==> src/rtl/mac_accumulator.sv <==
// Sums LEN consecutive 6-bit unsigned products into one ACC_W-bit result and
// offers it over valid/ready. Define MAC_SAT_EN to clamp on overflow and flag it.
module mac_accumulator #(
    parameter int ACC_W = 16,
    parameter int LEN   = 8,
    localparam int CNT_W = $clog2(LEN + 1)
) (
    input  logic             clk,
    input  logic             rst_n,
    input  logic             clr_i,
    input  logic [5:0]       prod_i,
    input  logic             prod_valid_i,
    output logic             prod_ready_o,
    output logic [ACC_W-1:0] res_o,
    output logic             res_valid_o,
    input  logic             res_ready_i,
    output logic             res_sat_o,
    output logic [1:0]       dbg_state_o
);

    // Handshakes: a transfer happens on a rising edge where valid and ready are
    // both high; valid, once raised, holds with stable data until that edge.
    typedef enum logic [1:0] {
        S_IDLE  = 2'd0,
        S_ACCUM = 2'd1,
        S_HOLD  = 2'd2
    } state_t;

    state_t             r_state;
    state_t             w_next;
    logic [ACC_W-1:0]   r_acc;
    logic [CNT_W-1:0]   r_cnt;
    logic [CNT_W-1:0]   w_cnt_inc;
    logic [ACC_W-1:0]   w_add;
    logic               w_accept;
    logic               w_last;

    assign w_accept  = prod_valid_i & prod_ready_o;
    assign w_cnt_inc = r_cnt + CNT_W'(1);
    assign w_last    = (w_cnt_inc == CNT_W'(LEN));

`ifdef MAC_SAT_EN
    logic [ACC_W:0] w_sum;
    logic           w_clamp;
    logic           r_sat;

    assign w_sum   = {1'b0, r_acc} + (ACC_W + 1)'(prod_i);
    assign w_clamp = w_sum[ACC_W];
    assign w_add   = w_clamp ? {ACC_W{1'b1}} : w_sum[ACC_W-1:0];
`else
    assign w_add   = r_acc + ACC_W'(prod_i);
`endif

    always_ff @(posedge clk or negedge rst_n) begin
        if (!rst_n) begin
            r_state <= S_IDLE;
        end else begin
            r_state <= w_next;
        end
    end

    always_comb begin
        w_next = r_state;
        if (clr_i) begin
            w_next = S_IDLE;
        end else begin
            case (r_state)
                S_IDLE:  if (w_accept) w_next = (LEN == 1) ? S_HOLD : S_ACCUM;
                S_ACCUM: if (w_accept && w_last) w_next = S_HOLD;
                S_HOLD:  if (res_ready_i) w_next = S_IDLE;
                default: w_next = S_IDLE;
            endcase
        end
    end

    always_comb begin
        prod_ready_o = (r_state != S_HOLD);
        res_valid_o  = (r_state == S_HOLD);
        dbg_state_o  = r_state;
    end

    // The accumulator doubles as the result register; it is frozen while in HOLD.
    always_ff @(posedge clk or negedge rst_n) begin
        if (!rst_n) begin
            r_acc <= '0;
            r_cnt <= '0;
        end else if (clr_i) begin
            r_acc <= '0;
            r_cnt <= '0;
        end else begin
            case (r_state)
                S_IDLE: if (w_accept) begin
                    r_acc <= ACC_W'(prod_i);
                    r_cnt <= CNT_W'(1);
                end
                S_ACCUM: if (w_accept) begin
                    r_acc <= w_add;
                    r_cnt <= w_cnt_inc;
                end
                S_HOLD: if (res_ready_i) begin
                    r_acc <= '0;
                    r_cnt <= '0;
                end
                default: begin
                    r_acc <= '0;
                    r_cnt <= '0;
                end
            endcase
        end
    end

`ifdef MAC_SAT_EN
    always_ff @(posedge clk or negedge rst_n) begin
        if (!rst_n) begin
            r_sat <= 1'b0;
        end else if (clr_i) begin
            r_sat <= 1'b0;
        end else if (r_state == S_ACCUM && w_accept && w_clamp) begin
            r_sat <= 1'b1;
        end else if (r_state == S_HOLD && res_ready_i) begin
            r_sat <= 1'b0;
        end
    end

    assign res_sat_o = r_sat;
`else
    assign res_sat_o = 1'b0;
`endif

    assign res_o = r_acc;

endmodule

==> config.mk <==
export PLATFORM = sky130hd
export DESIGN_NAME = mac_accumulator
export DESIGN_NICKNAME = d
export VERILOG_FILES = /design/src/rtl/mac_accumulator.sv
export SDC_FILE = /design/constraint.sdc
export NUM_CORES = 1
export LEC_CHECK = 0
export CELL_PAD_IN_SITES_DETAIL_PLACEMENT = 0
export CELL_PAD_IN_SITES_GLOBAL_PLACEMENT = 1
export CORE_ASPECT_RATIO = 1.25
export CORE_MARGIN = 1.5
export CORE_UTILIZATION = 40
export CTS_CLUSTER_DIAMETER = 150
export DETAILED_ROUTE_END_ITERATION = 10
export PLACE_DENSITY = 0.88
export SLEW_MARGIN = 10
export SYNTH_ARGS = -nofsm -noshare
export SYNTH_HDL_FRONTEND = slang
export SYNTH_SLANG_ARGS = --single-unit
==> constraint.sdc <==
create_clock -name clk -period 6.1 [get_ports clk]
set_clock_uncertainty 0.1 [all_clocks]
set_input_delay 0.915 -clock clk [delete_from_list [all_inputs] [get_ports clk]]
set_output_delay 0.915 -clock clk [all_outputs]
set_load 0.02 [all_outputs]
### After elaboration in Yosys (flattened, before gate mapping)

Index checks and enable logic that the tools add are counted.

* flip-flop bits (word level): 22
* bits in latches: 0
* bits in writable memories: 0
* memory bits (read-only): 0
* output and inout bits: 21
* word-level logic and storage cells: 33
* memories kept: 0

* $add $sub $neg: 2
* $mul: 0
* div/mod/pow operators: 0
* magnitude comparators: 0
* equality and inequality tests: 8
* shift-type cells: 0
* mux-type cells: 15
* bitwise operators: 1
* reduce and logical (&&, ||, !) cells: 4

Operators by type and width (number)
* $mux 16: 4
* $pmux 16 s3: 1
* $add 16x6->16: 1
* $mux 4: 4
* $pmux 4 s3: 1
* $ne 3x3->1 const B: 3
* $mux 2: 4
* $pmux 2 s3: 1
* $reduce_and 3->1: 2
* $add 4x1->4 const B: 1
* $eq 4x4->1 const B: 1
* $ne 3x2->1 const B: 1
* $eq 2x1->1 const B: 1
* $eq 2x2->1 const B: 1
* $logic_not 2->1: 1
* $ne 2x2->1 const B: 1
* $and 1x1->1: 1
* $logic_and 1x1->1: 1

### Longest topological paths before layout

Gate-level depths: netlist of the first run.

* depth in word-level cells: 6
* gate-level depth with buffers: 8
* depth with buffers taken out: 8

### Least setup slack after synthesis of the first run

OpenSTA, ideal clock, no wires.

* path type: input -> register
* start: in prod_i[0]
* end: reg r_acc[12], in the netlist res_o[12]
* library setup time: 0.077 ns
* arrival: 2.434 ns
* slack: 3.489 ns
* stages: 8
* path buffers: 0
* cell sequence: ha_1 -> inv_1 -> fa_1 -> nor2b_1 -> o31a_1 -> o21ai_1 -> or3_1 -> a21oi_1

* cells in the longest elaborated chain, start to end: 4

RTL lines
* start, declared: RTL line 11 `input logic [5:0] prod_i,`
* $add 16x6->16: RTL line 51 `assign w_add = r_acc + ACC_W'(prod_i);`
* $mux 16: RTL line 96 `S_ACCUM: if (w_accept) begin`
* $pmux 16 s3: RTL line 91 `case (r_state)`
* $mux 16: RTL line 87 `end else if (clr_i) begin`
* end signal, assigned: RTL line 93 `r_acc <= ACC_W'(prod_i);`
* end signal, assigned: RTL line 97 `r_acc <= w_add;`
* end, declared: RTL line 31 `logic [ACC_W-1:0] r_acc;`

No other way between the ends. The select of a mux whose other input is x is not followed.
A chain may end at the register's enable or synchronous reset.

### Final worst setup path of the first run

Ends and elaborated chain as after synthesis.

==> results of run 1 <==
==> layout by cell type (no fill, tap or decap), types with 2 or more instances in the layout <==
cell type / instances
dfrtp_1: 22
a22oi_1: 2
nand2b_1: 2
o21ai_0: 9
or3_1: 4
o21a_1: 2
ha_1: 8
nand2_1: 20
o31ai_1: 2
o21ai_1: 5
mux2i_1: 2
clkbuf_8: 3
o41ai_1: 2
o211ai_1: 3
nor3b_1: 2
nor2_1: 6
nand3_1: 9
a21oi_1: 9
inv_1: 7
clkdlybuf4s50_1: 30
or4_1: 3
xor2_1: 2
xnor2_1: 4
==> metal layers <==
layer  GRT usage  vias up  share of wire
met5           0        -              0
met2       0.293       26           0.51
li1            -      623              -
met4      0.0820        0          0.018
met1       0.234      612           0.44
met3      0.0204        6          0.028
==> logic make-up (layout without fill, tap and decap cells) <==
logic type | Yosys count | in the layout | synth area share
buf+inv | 12 | 41 | 0.0384
compound gates | 45 | 45 | 0.209
simple gates | 58 | 58 | 0.232
xor+xnor | 6 | 6 | 0.0366
mux | 2 | 2 | 0.0140
other cells | 1 | 1 | 0.00262
flops | 22 | 22 | 0.384
fa+ha+maj | 9 | 9 | 0.0838
==> through the flow <==
| stage | hold slack, ns | area, sq um |
|---|---|---|
| finish | 0.419 | 1830 |
| detailed placement | 0.406 | 1750 |
| global placement | 0.395 | 1750 |
| global route | 0.443 | 1830 |
| CTS | 0.425 | 1830 |
| floorplan | 0.387 | 1430 |
==> report_power, final <==
part,internal (mW),total (mW),switching [mW]
sequential,0.152,0.160,0.00782
combinational,0.0367,0.0809,0.0443
clock,0.0877,0.139,0.0510
total,0.276,0.380,0.103
==> worst paths after layout <==
kind / startpoint / endpoint / slack [ns] / cells past startpoint
worst max-delay path: prod_i[0] / res_o[12]$_DFFE_PN0P_ / 3.05 / 9
worst min-delay path: res_o[0]$_DFFE_PN0P_ / res_o[0]$_DFFE_PN0P_ / 0.42 / 2
worst max register to register: res_o[0]$_DFFE_PN0P_ / res_o[12]$_DFFE_PN0P_ / 3.81 / 8
worst min register to register: res_o[0]$_DFFE_PN0P_ / res_o[0]$_DFFE_PN0P_ / 0.42 / 2
max in group asynchronous: rst_n / dbg_state_o[0]$_DFFE_PN0P_ / 4.21 / 1
min in group asynchronous: rst_n / res_o[5]$_DFFE_PN0P_ / 1.09 / 1
==> flip-flops by register name (all words and copies together), names as in the netlist <==
| signal | cells |
|---|---|
| dbg_state_o | 2 |
| res_o | 16 |
| r_cnt | 4 |
==> critical path: stages <==
cell and delay, ns:
clkdlybuf4s50_1 0.48, ha_1 0.20, inv_1 0.06, fa_1 0.40, nor2b_1 0.16, o31a_1 0.18, o21ai_1 0.20, or3_1 0.40
a21oi_1 0.14
==> final cells by class <==
class / instances / area share
well taps: 39 / 0.0267
clock buffers: 3 / 0.0226
flip-flops and latches: 22 / 0.302
multi-input cells: 121 / 0.454
inverters: 7 / 0.0144
repair buffers: 30 / 0.164
clock inverters: 1 / 0.0164
==> summary.md, run 1 <==
| Metric | Value |
|---|---|
| Post-route ant nets | 0 |
| CTS Buffer Depth | 2 |
| Reg clk slew, reported paths | 0.09 ns |
| Gr ovfl total | 0 |
| Die width | around 57 microns |
| Post-synth EDFFs | 0 |
| Post-CTS Setup Inserts | 0 |
| Synth top area share | 0.384 |
| Post-Syn Area per Cell | 9.25 sq um |
| Peak VDD IR | 0.000143 V |
| Arrival @ worst endpoint | ~3.1 ns |
| Core ar. | ~3500 sq um |
| Max-Cap Viols | 0 |
| Final setup fails | 0 |
| Footprint of the multi-input gates | 828 sq um |
| HPWL Detailed | 2490 microns |
| Final Max Tran Viols | 0 |
| WP data required | 6.20 ns |
| Final worst path period share | 0.500 |
| Post-route setup slack | 3.05 ns |
| Flop and latch count out of synthesis | 22 |
| Final WL | 3320 microns |
| First drt pass iteration count | 5 |
| Die Y | 69.9 microns |
| Fin nets | 205 |
| First-pass GRT wire length | 5700 microns |
| Count leader, synth | dfrtp_1 |
| Fraction of layout cells with a size suffix above 1 | 0.0761 |
| Worst Hold Class | reg -> reg |
| CP max FO | 8 |
| Row cnt | 24 |
| Synth async-reset ratio | 1.00 |
| P_leak | 0.740 nW |
| Post_cts resized | 0 |
| Antenna diode count | 0 |
| Max Fclk | 328 MHz |
| DR vias/cell | 5.68 |
| Hold-fix buffers at CTS | 0 |
| GP Congestion | 0.839 |
| Cells after Synth | 155 |
| Final core utilization | 0.529 |
| Cell Count Post-Placement | 219 |
| Post-synthesis sequential area ratio | 0.384 |
| Vias in the first global route | 1254 |
| Syn-to-layout area delta | 27.3% |
| Power Total | roughly 0.38 mW |
| FF/Latch Area | between 500 and 600 sq um |
| Worst setup SP type | input port |
| Worst Max-Slew Pin Slew | 0.994 ns |
| Root buffer cell | clkbuf_8 |
| Post-route setup TNS | 0 ns |
| Most used flip-flop cell after synthesis | dfrtp_1 |
| Clock sinks | 22 |
| Slew HR | 0.335 |
| Die area | 3960 sq um |
| I/O Buffers | 30 |
| Iteration-0 DRC Markers | 28 |
| Power Density | around 210 nW/um^2 |
| Yosys warning count | 0 |
| Initial Utilization | 0.415 |
| WS Path Type | in -> reg |
| Routed length per instance | 14.9 microns |
| Non-Filler Instances | 223 |
| Synth top area cells | dfrtp_1 38%, ha_1 7.0%, nand2_1 5.2% |
| Post-synthesis cell type count | 49 |
| Area leader, netlist | dfrtp_1 |
| CTS tree | done |
| Cell Area, Synth | about 1400 sq um |
| Crit. End Element | register |
| Final Hold Fails | 0 |
| RSZ-0062 raised after global routing | no |
| Syn Nets | about 180 |
| DR vias | 1267 |
| Fillers | slightly above 300 |
| Skew-Pair Late Insertion Delay | 0.27 ns |
| Largest net degree at the start of global routing | 23 |
| Initial antenna violation count | 0 |
| Dpl ws | 2.80 ns |
| DRC Markers | 0 |
| CTS Buf Count | 3 |
| Total GRT Usage | 0.179 |
| Outcome | complete, no violations |
| Synth top cells by count | 22 x dfrtp_1, 20 x nand2_1, 9 x a21oi_1, 9 x nand3_1, 9 x o21ai_0 |
| Fin crit period | 3.05 ns |
| H-Tree Depth | 1 |
| IO Pins | 32 |
(Power assumes the default switching activity.)
==> run 2: changes to the inputs <==
--- a/config.mk
+++ b/config.mk
@@ -9,10 +9,10 @@
 export CELL_PAD_IN_SITES_GLOBAL_PLACEMENT = 1
 export CORE_ASPECT_RATIO = 1.25
 export CORE_MARGIN = 1.5
-export CORE_UTILIZATION = 40
+export CORE_UTILIZATION = 37
 export CTS_CLUSTER_DIAMETER = 150
 export DETAILED_ROUTE_END_ITERATION = 10
-export PLACE_DENSITY = 0.88
+export PLACE_DENSITY = 0.83
 export SLEW_MARGIN = 10
 export SYNTH_ARGS = -nofsm -noshare
 export SYNTH_HDL_FRONTEND = slang
==> constraint.sdc (replaced) <==
create_clock -name clk -period 3 [get_ports clk]
set_clock_uncertainty 0.1 [all_clocks]
set_input_delay 0.45 -clock clk [delete_from_list [all_inputs] [get_ports clk]]
set_output_delay 0.45 -clock clk [all_outputs]
set_load 0.02 [all_outputs]
==> summary.md, run 2 (same netlist as run 1, synthesis figures left out) <==
| Metric | Value |
|---|---|
| Outcome | complete, no violations |
| Largest register FFs | 16 |
| Power Total | ~0.77 mW |
| Final setup fails | 0 |
| First-pass GRT wire length | 5590 microns |
| Power Density | 418 nW/um^2 |
| Arrival @ worst endpoint | 2.70 ns |
| DP Area | between 1500 and 2000 sq um |
| I/O Buffers | 30 |
| Final worst path period share | 0.865 |
| WP data required | 3.10 ns |
| CP bufs+invs | 2 |
| Post-CTS Setup Inserts | 0 |
| DRC Markers | 0 |
| CP cell instances | clkdlybuf4s50_1 > ha_1 > inv_1 > fa_1 > nor2b_1 > o31a_1 > o21ai_1 > or3_1 > a21oi_1 |
| Cell Count Post-Placement | 222 |
| H-Tree Depth | 1 |
| Vias in the first global route | about 1300 |
| Largest net degree at the start of global routing | 23 |
| Clock sinks | 22 |
| Initial antenna violation count | 0 |
| Fraction of layout cells with a size suffix above 1 | 0.0860 |
| Most frequent cells in the layout | 30 x clkdlybuf4s50_1, 22 x dfrtp_1, 20 x nand2_1 |
| P_leak | 0.750 nW |
| Post-route setup slack | slightly above 0.4 ns |
| Worst Hold Class | reg -> reg |
| Crit-path leading delay family | adder cells |
| Die area | 4260 sq um |
| Final Cell Area | 1840 sq um |
| Routed length per instance | around 14 microns |
| CTS tree | done |
| Die width | 58.7 microns |
| Hold WS | 0.409 ns |
| Hold-fix buffers at CTS | 0 |
| Worst setup SP type | input port |
| IO Pins | 32 |
| Antenna diode count | 0 |
| Crit. End Element | register |
| CTS Buffer Depth | 2 |
| GP Congestion | 0.851 |
| Dpl ws | 0.137 ns |
| Fin crit period | 2.60 ns |
| Final Hold Fails | 0 |
| RSZ-0062 raised after global routing | no |
| Worst Max-Slew Pin Slew | 0.513 ns |
| DR vias | 1311 |
| Max Fclk | 385 MHz |
| Row cnt | 25 |
| Footprint of the multi-input gates | 828 sq um |
| Peak VDD IR | 0.000234 V |
| Max-Cap Viols | 0 |
| Largest stage delay, worst path | between 0.4 and 0.5 ns |
| HPWL Detailed | 2520 microns |
| Initial Utilization | 0.382 |
| FF/Latch Area | between 500 and 600 sq um |
| Iteration-0 DRC Markers | 48 |
| Post_cts resized | 0 |
| Skew-Pair Late Insertion Delay | 0.27 ns |
| Final core utilization | 0.491 |
| Post-route ant nets | 0 |
| Fin nets | about 210 |
| Worst path slowest cell | clkdlybuf4s50_1 |
| First drt pass iteration count | 4 |
| Total GRT Usage | 0.167 |
| Core ar. | 3750 sq um |
| WS Path Type | in -> reg |
| Root buffer cell | clkbuf_8 |
| Final WL | around 3200 microns |
| Fillers | 368 |
| Most common library cell in the layout ignoring fill and taps | clkdlybuf4s50_1 |
| Final Max Tran Viols | 0 |
| Non-Filler Instances | 226 |
| Post-route setup TNS | 0 ns |
| Syn-to-layout area delta | 28.4% |
| Slew HR | 0.658 |
| Gr ovfl total | 0 |
| CP max FO | 8 |
| Reg clk slew, reported paths | around 0.090 ns |
| DR vias/cell | between 5 and 6 |
| CTS Buf Count | 3 |
| Die Y | roughly 73 microns |
[run 2: cell types whose count changed in the layout (fill, tap and decap cells not counted)]
cell	previous run	this run
buf_4	0	2
[run 2: worst paths after layout]
path	startpoint	cells after the start	slack [ns]	to
max	prod_i[0]	9	0.40	res_o[12]$_DFFE_PN0P_
min reg2reg	res_o[0]$_DFFE_PN0P_	2	0.41	res_o[0]$_DFFE_PN0P_
max in group asynchronous	rst_n	2	2.14	r_cnt[2]$_DFFE_PN0P_
max reg2reg	res_o[0]$_DFFE_PN0P_	8	0.71	res_o[12]$_DFFE_PN0P_
min	res_o[0]$_DFFE_PN0P_	2	0.41	res_o[0]$_DFFE_PN0P_
min in group asynchronous	rst_n	2	0.43	res_o[11]$_DFFE_PN0P_
[run 2: cell type report]
type                    instances  area share
multi-input cells             121       0.450
flip-flops and latches         22       0.299
repair buffers                 32       0.171
well taps                      40      0.0272
clock buffers                   3      0.0224
clock inverters                 1      0.0163
inverters                       7      0.0143
[run 2: worst register-to-register path, cell delays in order, from the launching register on]
cell and delay (ns):
dfrtp_1 0.37, ha_1 0.21, inv_1 0.07, fa_1 0.41, nor2b_1 0.16, o31a_1 0.19, o21ai_1 0.19, or3_1 0.40
a21oi_1 0.14
[run 2: where the power goes]
part           leakage, nW  internal [mW]  switching (mW)  total, mW
registers            0.299          0.309          0.0159      0.325
logic                0.416         0.0763          0.0903      0.167
clock network       0.0357          0.178           0.100      0.279
[run 2: per-layer routing]
layer	GRT usage	share of wire
met1	0.210	0.44
met2	0.292	0.51
met5	0	0
met3	0.0195	0.038
met4	0.0581	0.013
==> run 3: changes to the inputs <==
--- a/config.mk
+++ b/config.mk
@@ -7,7 +7,7 @@
 export LEC_CHECK = 0
 export CELL_PAD_IN_SITES_DETAIL_PLACEMENT = 0
 export CELL_PAD_IN_SITES_GLOBAL_PLACEMENT = 1
-export CORE_ASPECT_RATIO = 1.25
+export CORE_ASPECT_RATIO = 2
 export CORE_MARGIN = 1.5
 export CORE_UTILIZATION = 37
 export CTS_CLUSTER_DIAMETER = 150
==> constraint.sdc (replaced) <==
create_clock -name clk -period 2.5 [get_ports clk]
set_clock_uncertainty 0.1 [all_clocks]
set_input_delay 0.375 -clock clk [delete_from_list [all_inputs] [get_ports clk]]
set_output_delay 0.375 -clock clk [all_outputs]
set_load 0.01 [all_outputs]
==> summary.md, run 3 (same netlist as run 1, synthesis figures left out) <==
| Metric | Value |
|---|---|
| Row cnt | 31 |
| CP max FO | 8 |
| Final Hold Fails | 0 |
| Initial Utilization | 0.393 |
| H-Tree Depth | 1 |
| Die area | 4280 sq um |
| Gr ovfl total | 0 |
| Post-route ant nets | 0 |
| Root buffer cell | clkbuf_8 |
| RSZ-0062 raised after global routing | no |
| Fin crit period | 2.36 ns |
| Worst Hold Class | in -> async |
| IO Pins | 32 |
| Die Y | around 91 microns |
| Post_cts resized | 0 |
| Worst Max-Slew Pin Slew | 0.514 ns |
| Initial antenna violation count | 0 |
| Fillers | 380 |
| Hold-fix buffers at CTS | 0 |
| Iteration-0 DRC Markers | 28 |
| Max-Cap Viols | 0 |
| Routed length per instance | around 15 microns |
| Final Max Tran Viols | 0 |
| Final WL | approximately 3500 microns |
| DRC Markers | 0 |
| Post-CTS Setup Inserts | 0 |
| Crit-path leading delay family | adder cells |
| Total GRT Usage | 0.187 |
| Most frequent cells in the layout | 30 x clkdlybuf4s50_1, 22 x dfrtp_1, 20 x nand2_1, 12 x buf_4 |
| I/O Buffers | 30 |
| WS Path Type | in -> reg |
| DR vias | approximately 1300 |
| Final worst path period share | 0.945 |
| Fraction of layout cells with a size suffix above 1 | 0.138 |
| Reg clk slew, reported paths | 0.08 ns |
| Crit. End Element | register |
| CP bufs+invs | 2 |
| Power Density | around 430 nW/um^2 |
| Worst reg2reg setup slack | 0.36 ns |
| Clock sinks | 22 |
| Syn-to-layout area delta | 32.8% |
| DR vias/cell | roughly 5.5 |
| Arrival @ worst endpoint | around 2.5 ns |
| WP data required | 2.59 ns |
| Largest stage delay, worst path | 0.48 ns |
| Outcome | complete, no violations |
| Largest net degree at the start of global routing | 23 |
| Largest register FFs | 16 |
| Final core utilization | 0.522 |
| Peak VDD IR | 0.000322 V |
| HPWL Detailed | around 2800 microns |
| Worst setup SP type | input port |
| P_leak | about 0.8 nW |
| CP cell instances | clkdlybuf4s50_1 > ha_1 > inv_1 > fa_1 > nor2b_2 > o31a_1 > o21ai_2 > or3_1 > a21oi_1 |
| Worst path slowest cell | clkdlybuf4s50_1 |
| Vias in the first global route | about 1400 |
| Core ar. | 3650 sq um |
| Skew-Pair Late Insertion Delay | 0.26 ns |
| Die width | 47.0 microns |
| Antenna diode count | 0 |
| CTS Buf Count | 3 |
| First drt pass iteration count | 4 |
| Post-route setup TNS | 0 ns |
| CTS tree | done |
| First-pass GRT wire length | 6090 microns |
| Max Fclk | roughly 420 MHz |
| GP Congestion | 0.826 |
| CTS Buffer Depth | 2 |
| Final setup fails | 0 |
| Most common library cell in the layout ignoring fill and taps | clkdlybuf4s50_1 |
| Slew HR | 0.656 |
| Fin nets | 217 |
## run 3: changes by cell type in the layout (fill, tap and decap cells not counted), sizes merged
cell,previous run,this run
bufinv,1,0
buf,2,12
## run 3: layout make-up
type                    count  area (sq um)  area share
multi-input cells         121           835       0.438
flip-flops and latches     22           551       0.289
repair buffers             42           390       0.205
inverters                   7          26.3      0.0138
clock buffers               3          41.3      0.0217
well taps                  49          61.3      0.0322
## run 3: layer usage
metal	up-vias	track usage	wire length (microns)
met3	8	0.0219	97
met2	27	0.326	1980
met1	653	0.210	1410
li1	646	-	-
met5	-	0	0
met4	0	0.0787	66
## run 3: final timing paths
kind,startpoint,to,cells after the start
min in group clk,res_o[0]$_DFFE_PN0P_,res_o[0]$_DFFE_PN0P_,2
setup / recovery,prod_i[0],res_o[12]$_DFFE_PN0P_,9
hold / removal,rst_n,r_cnt[3]$_DFFE_PN0P_,2
hold reg to reg,res_o[0]$_DFFE_PN0P_,res_o[0]$_DFFE_PN0P_,2
max in group asynchronous,rst_n,r_cnt[1]$_DFFE_PN0P_,2
setup reg to reg,res_o[0]$_DFFE_PN0P_,res_o[12]$_DFFE_PN0P_,8
## run 3: stage by stage
| step | hold slack (ns) | cells | setup slack (ns) | cell area (sq um) | total power [mW] |
|---|---|---|---|---|---|
| after floorplan | -0.0206 | 155 | 0.381 | 1430 | 0.508 |
| after global placement | 0.394 | 241 | -0.107 | 1860 | 0.600 |
| after detailed placement | 0.411 | 241 | -0.215 | 1860 | 0.604 |
| after CTS | 0.377 | 244 | 0.0577 | 1900 | 0.829 |
| after global routing | 0.412 | 244 | 0.0332 | 1900 | 0.864 |
| final | 0.368 | 244 | 0.138 | 1900 | 0.819 |
## run 3: where the power goes
part           switching, mW  internal, mW  leakage, nW
sequential            0.0155         0.371        0.299
combinational          0.106         0.105        0.465
clock                  0.114         0.108       0.0216
## run 3: worst reg2reg max path: cells and delay by family (launching register included)
family	cells	cell delay (ns)
buffers and inverters	1	0.06
and+or+nand+nor	2	0.52
adders and majority gates	2	0.58
DFF	1	0.37
AOI/OAI and AO/OA	3	0.44
==> edit: new RTL, config.mk and constraints of run 2 <==
`LEN`: 8 -> 16.
--- a/src/rtl/mac_accumulator.sv
+++ b/src/rtl/mac_accumulator.sv
@@ -2,7 +2,7 @@
 // offers it over valid/ready. Define MAC_SAT_EN to clamp on overflow and flag it.
 module mac_accumulator #(
     parameter int ACC_W = 16,
-    parameter int LEN   = 8,
+    parameter int LEN   = 16,
     localparam int CNT_W = $clog2(LEN + 1)
 ) (
     input  logic             clk,
Behaviour: not the same (Yosys sat finds a counterexample within 10 cycles, from zero or initial values and one cycle with rst_n low).
==> edit against run 2 <==
Final cell count up 10%; total power shrank 9.5%; routed wire length increased by 8.0%; setup slack improved by 0.072 ns; cell area increased by 4.3%; synthesized area up 6.8%; count of clock-buffer cells in the layout did not move; sequential cell count increased by 1; highest routed layer unchanged.
==> edit: results (changes against run 2) <==
stage	metric	value	unit	change
drt	DR pass1 iterations	6		was 4
sta	slew margin rel.	0.626		was 0.658
synth	largest cells by area after synthesis	dfrtp_1 (38%), ha_1 (6.5%), nand2_1 (4.9%), nor2_1 (3.7%), o21ai_0 (3.6%)		was dfrtp_1 (38%), ha_1 (7.0%), nand2_1 (5.2%), a21oi_1 (3.1%), nand3_1 (3.1%)
placed_design	hpwl dp	2590	µm	was 2520 µm
cts	clk_lat worst skew	0.27	ns	about the same
placed_design	placement-stage cell area	0.00187	mm²	was 0.00177 mm²
synth	post-synth cell types	48		was 49
cts	Root Buffer	clkbuf_8		unchanged
placed_design	Placer Congestion	0.843		was 0.851
cts	CTS clk-pin slew, worst paths	0.09	ns	about the same
synth	top post-synthesis cells by count	dfrtp_1 (23), nand2_1 (20), nor2_1 (15)		was dfrtp_1 (22), nand2_1 (20), a21oi_1 (9), nand3_1 (9), o21ai_0 (9)
cts	Post-CTS Setup Bufs	0		unchanged
cts	cts bufs inserted	3		unchanged
synth	register area share after synthesis	0.376		was 0.384
final_layout	layout cells sized above 1	0.0769		was 0.0860
power_and_ir_drop	Internal	0.487	mW	was 0.564 mW
global_routing	largest net degree at the start of global routing	24		was 23
status	status	finished clean		unchanged
final_layout	Inserted Diodes	0		unchanged
synth	ys async rst share	1.00		unchanged
final_layout	Final nets	216		was 207
global_routing	first-pass GRT wire length	5480	µm	was 5590 µm
worst_setup_path	crit path max fanout	7		was 8
power_and_ir_drop	VDD IR-drop max	0.000202	V	was 0.000234 V
sta	Setup Viol. Count Final	0		unchanged
drt	Via-to-Cell Ratio	5.37		was 5.80
global_routing	initial antenna violation count	0		unchanged
placed_design	worst slack at placement	0.184	ns	was 0.137 ns
cts	Max clock buf depth	2		unchanged
global_routing	Total Routing Usage GR	0.161		was 0.167
global_routing	GRT overflow	0		unchanged
synth	ys flop type	dfrtp_1		unchanged
drt	iteration-0 DRC count of the detailed router	62		was 48
synth	net count after synthesis	185		was 175
power_and_ir_drop	leakage power	0.845	nW	was 0.750 nW
cts	H-tree depth	1		unchanged
placed_design	IO buf count	30		unchanged
worst_hold_path	Worst Hold Class	input pin to asynchronous set/reset pin		was register to register
synth	Ys Warns	0		unchanged
worst_setup_path	arrival time worst endpoint	2.60	ns	was 2.70 ns
cts	CTS resizes	0		unchanged
drt	drt total wl	3470	µm	was 3220 µm
global_routing	number of global-route vias before repair	1196		was 1268
final_layout	max reg flops	16		unchanged
[edit: path summary, 6_finish.rpt]
path                                start              to  slack (ns)  depth (start not counted)
worst min register to register   res_o[4]        res_o[4]        0.44                          2
worst min-delay path                rst_n        res_o[7]        0.44                          2
max in group asynchronous           rst_n  dbg_state_o[1]        2.12                          2
min in group clk                 res_o[4]        res_o[4]        0.44                          2
worst max-delay path            prod_i[0]       res_o[14]        0.48                          9
worst max register to register   res_o[0]       res_o[14]        0.74                          8
[edit: cell families (layout without fill, tap and decap cells)]
family                     count (synthesis)  after routing  synth area share
AOI/OAI and AO/OA                         43             43             0.211
xor gates and xnor gates                   7              7            0.0400
adders and majority gates                  9              9            0.0784
and+or+nand+nor                           66             66             0.230
buffers and inverters                     13             43            0.0433
other                                      1              1           0.00245
muxes                                      3              3            0.0196
DFF                                       23             23             0.376
[edit: worst max-delay path: stages]
cell             delay, ns
clkdlybuf4s50_1       0.48
ha_1                  0.17
inv_1                 0.05
fa_1                  0.40
nor2b_1               0.17
o31ai_1               0.15
a211oi_4              0.38
a31oi_1               0.14
a41o_1                0.21
[edit: area by class of cell]
cell class	count	area (µm²)
clock buffers	3	41.3
fillers	387	1960
multi-input cells	129	890
clock inverters	1	5.00
repair buffers	32	315
inverters	7	26.3
well taps	54	67.6
flip-flops and latches	23	576
[edit: metrics by stage]
stage / hold WS [ns] / instances
finish: 0.437 / 249
global route: 0.469 / 249
CTS: 0.435 / 249
detailed placement: 0.409 / 245
global placement: 0.400 / 245
floorplan: 0.0544 / 165
[edit: routing by layer]
| layer | part of all wire | vias to the layer above | global-route usage |
|---|---|---|---|
| li1 | - | 654 | - |
| met1 | 0.47 | 633 | 0.224 |
| met2 | 0.48 | 44 | 0.256 |
| met3 | 0.037 | 5 | 0.00687 |
| met4 | 0.018 | 0 | 0.0773 |
| met5 | 0 | - | 0 |
[edit: power by group through the flow]
stage	registers [mW]	logic [mW]	clock network, mW
after floorplan	0.348	0.0944	0
after global placement	0.340	0.159	0
after detailed placement	0.341	0.161	0
after CTS	0.335	0.163	0.206
after global routing	0.337	0.178	0.215
final	0.335	0.161	0.200
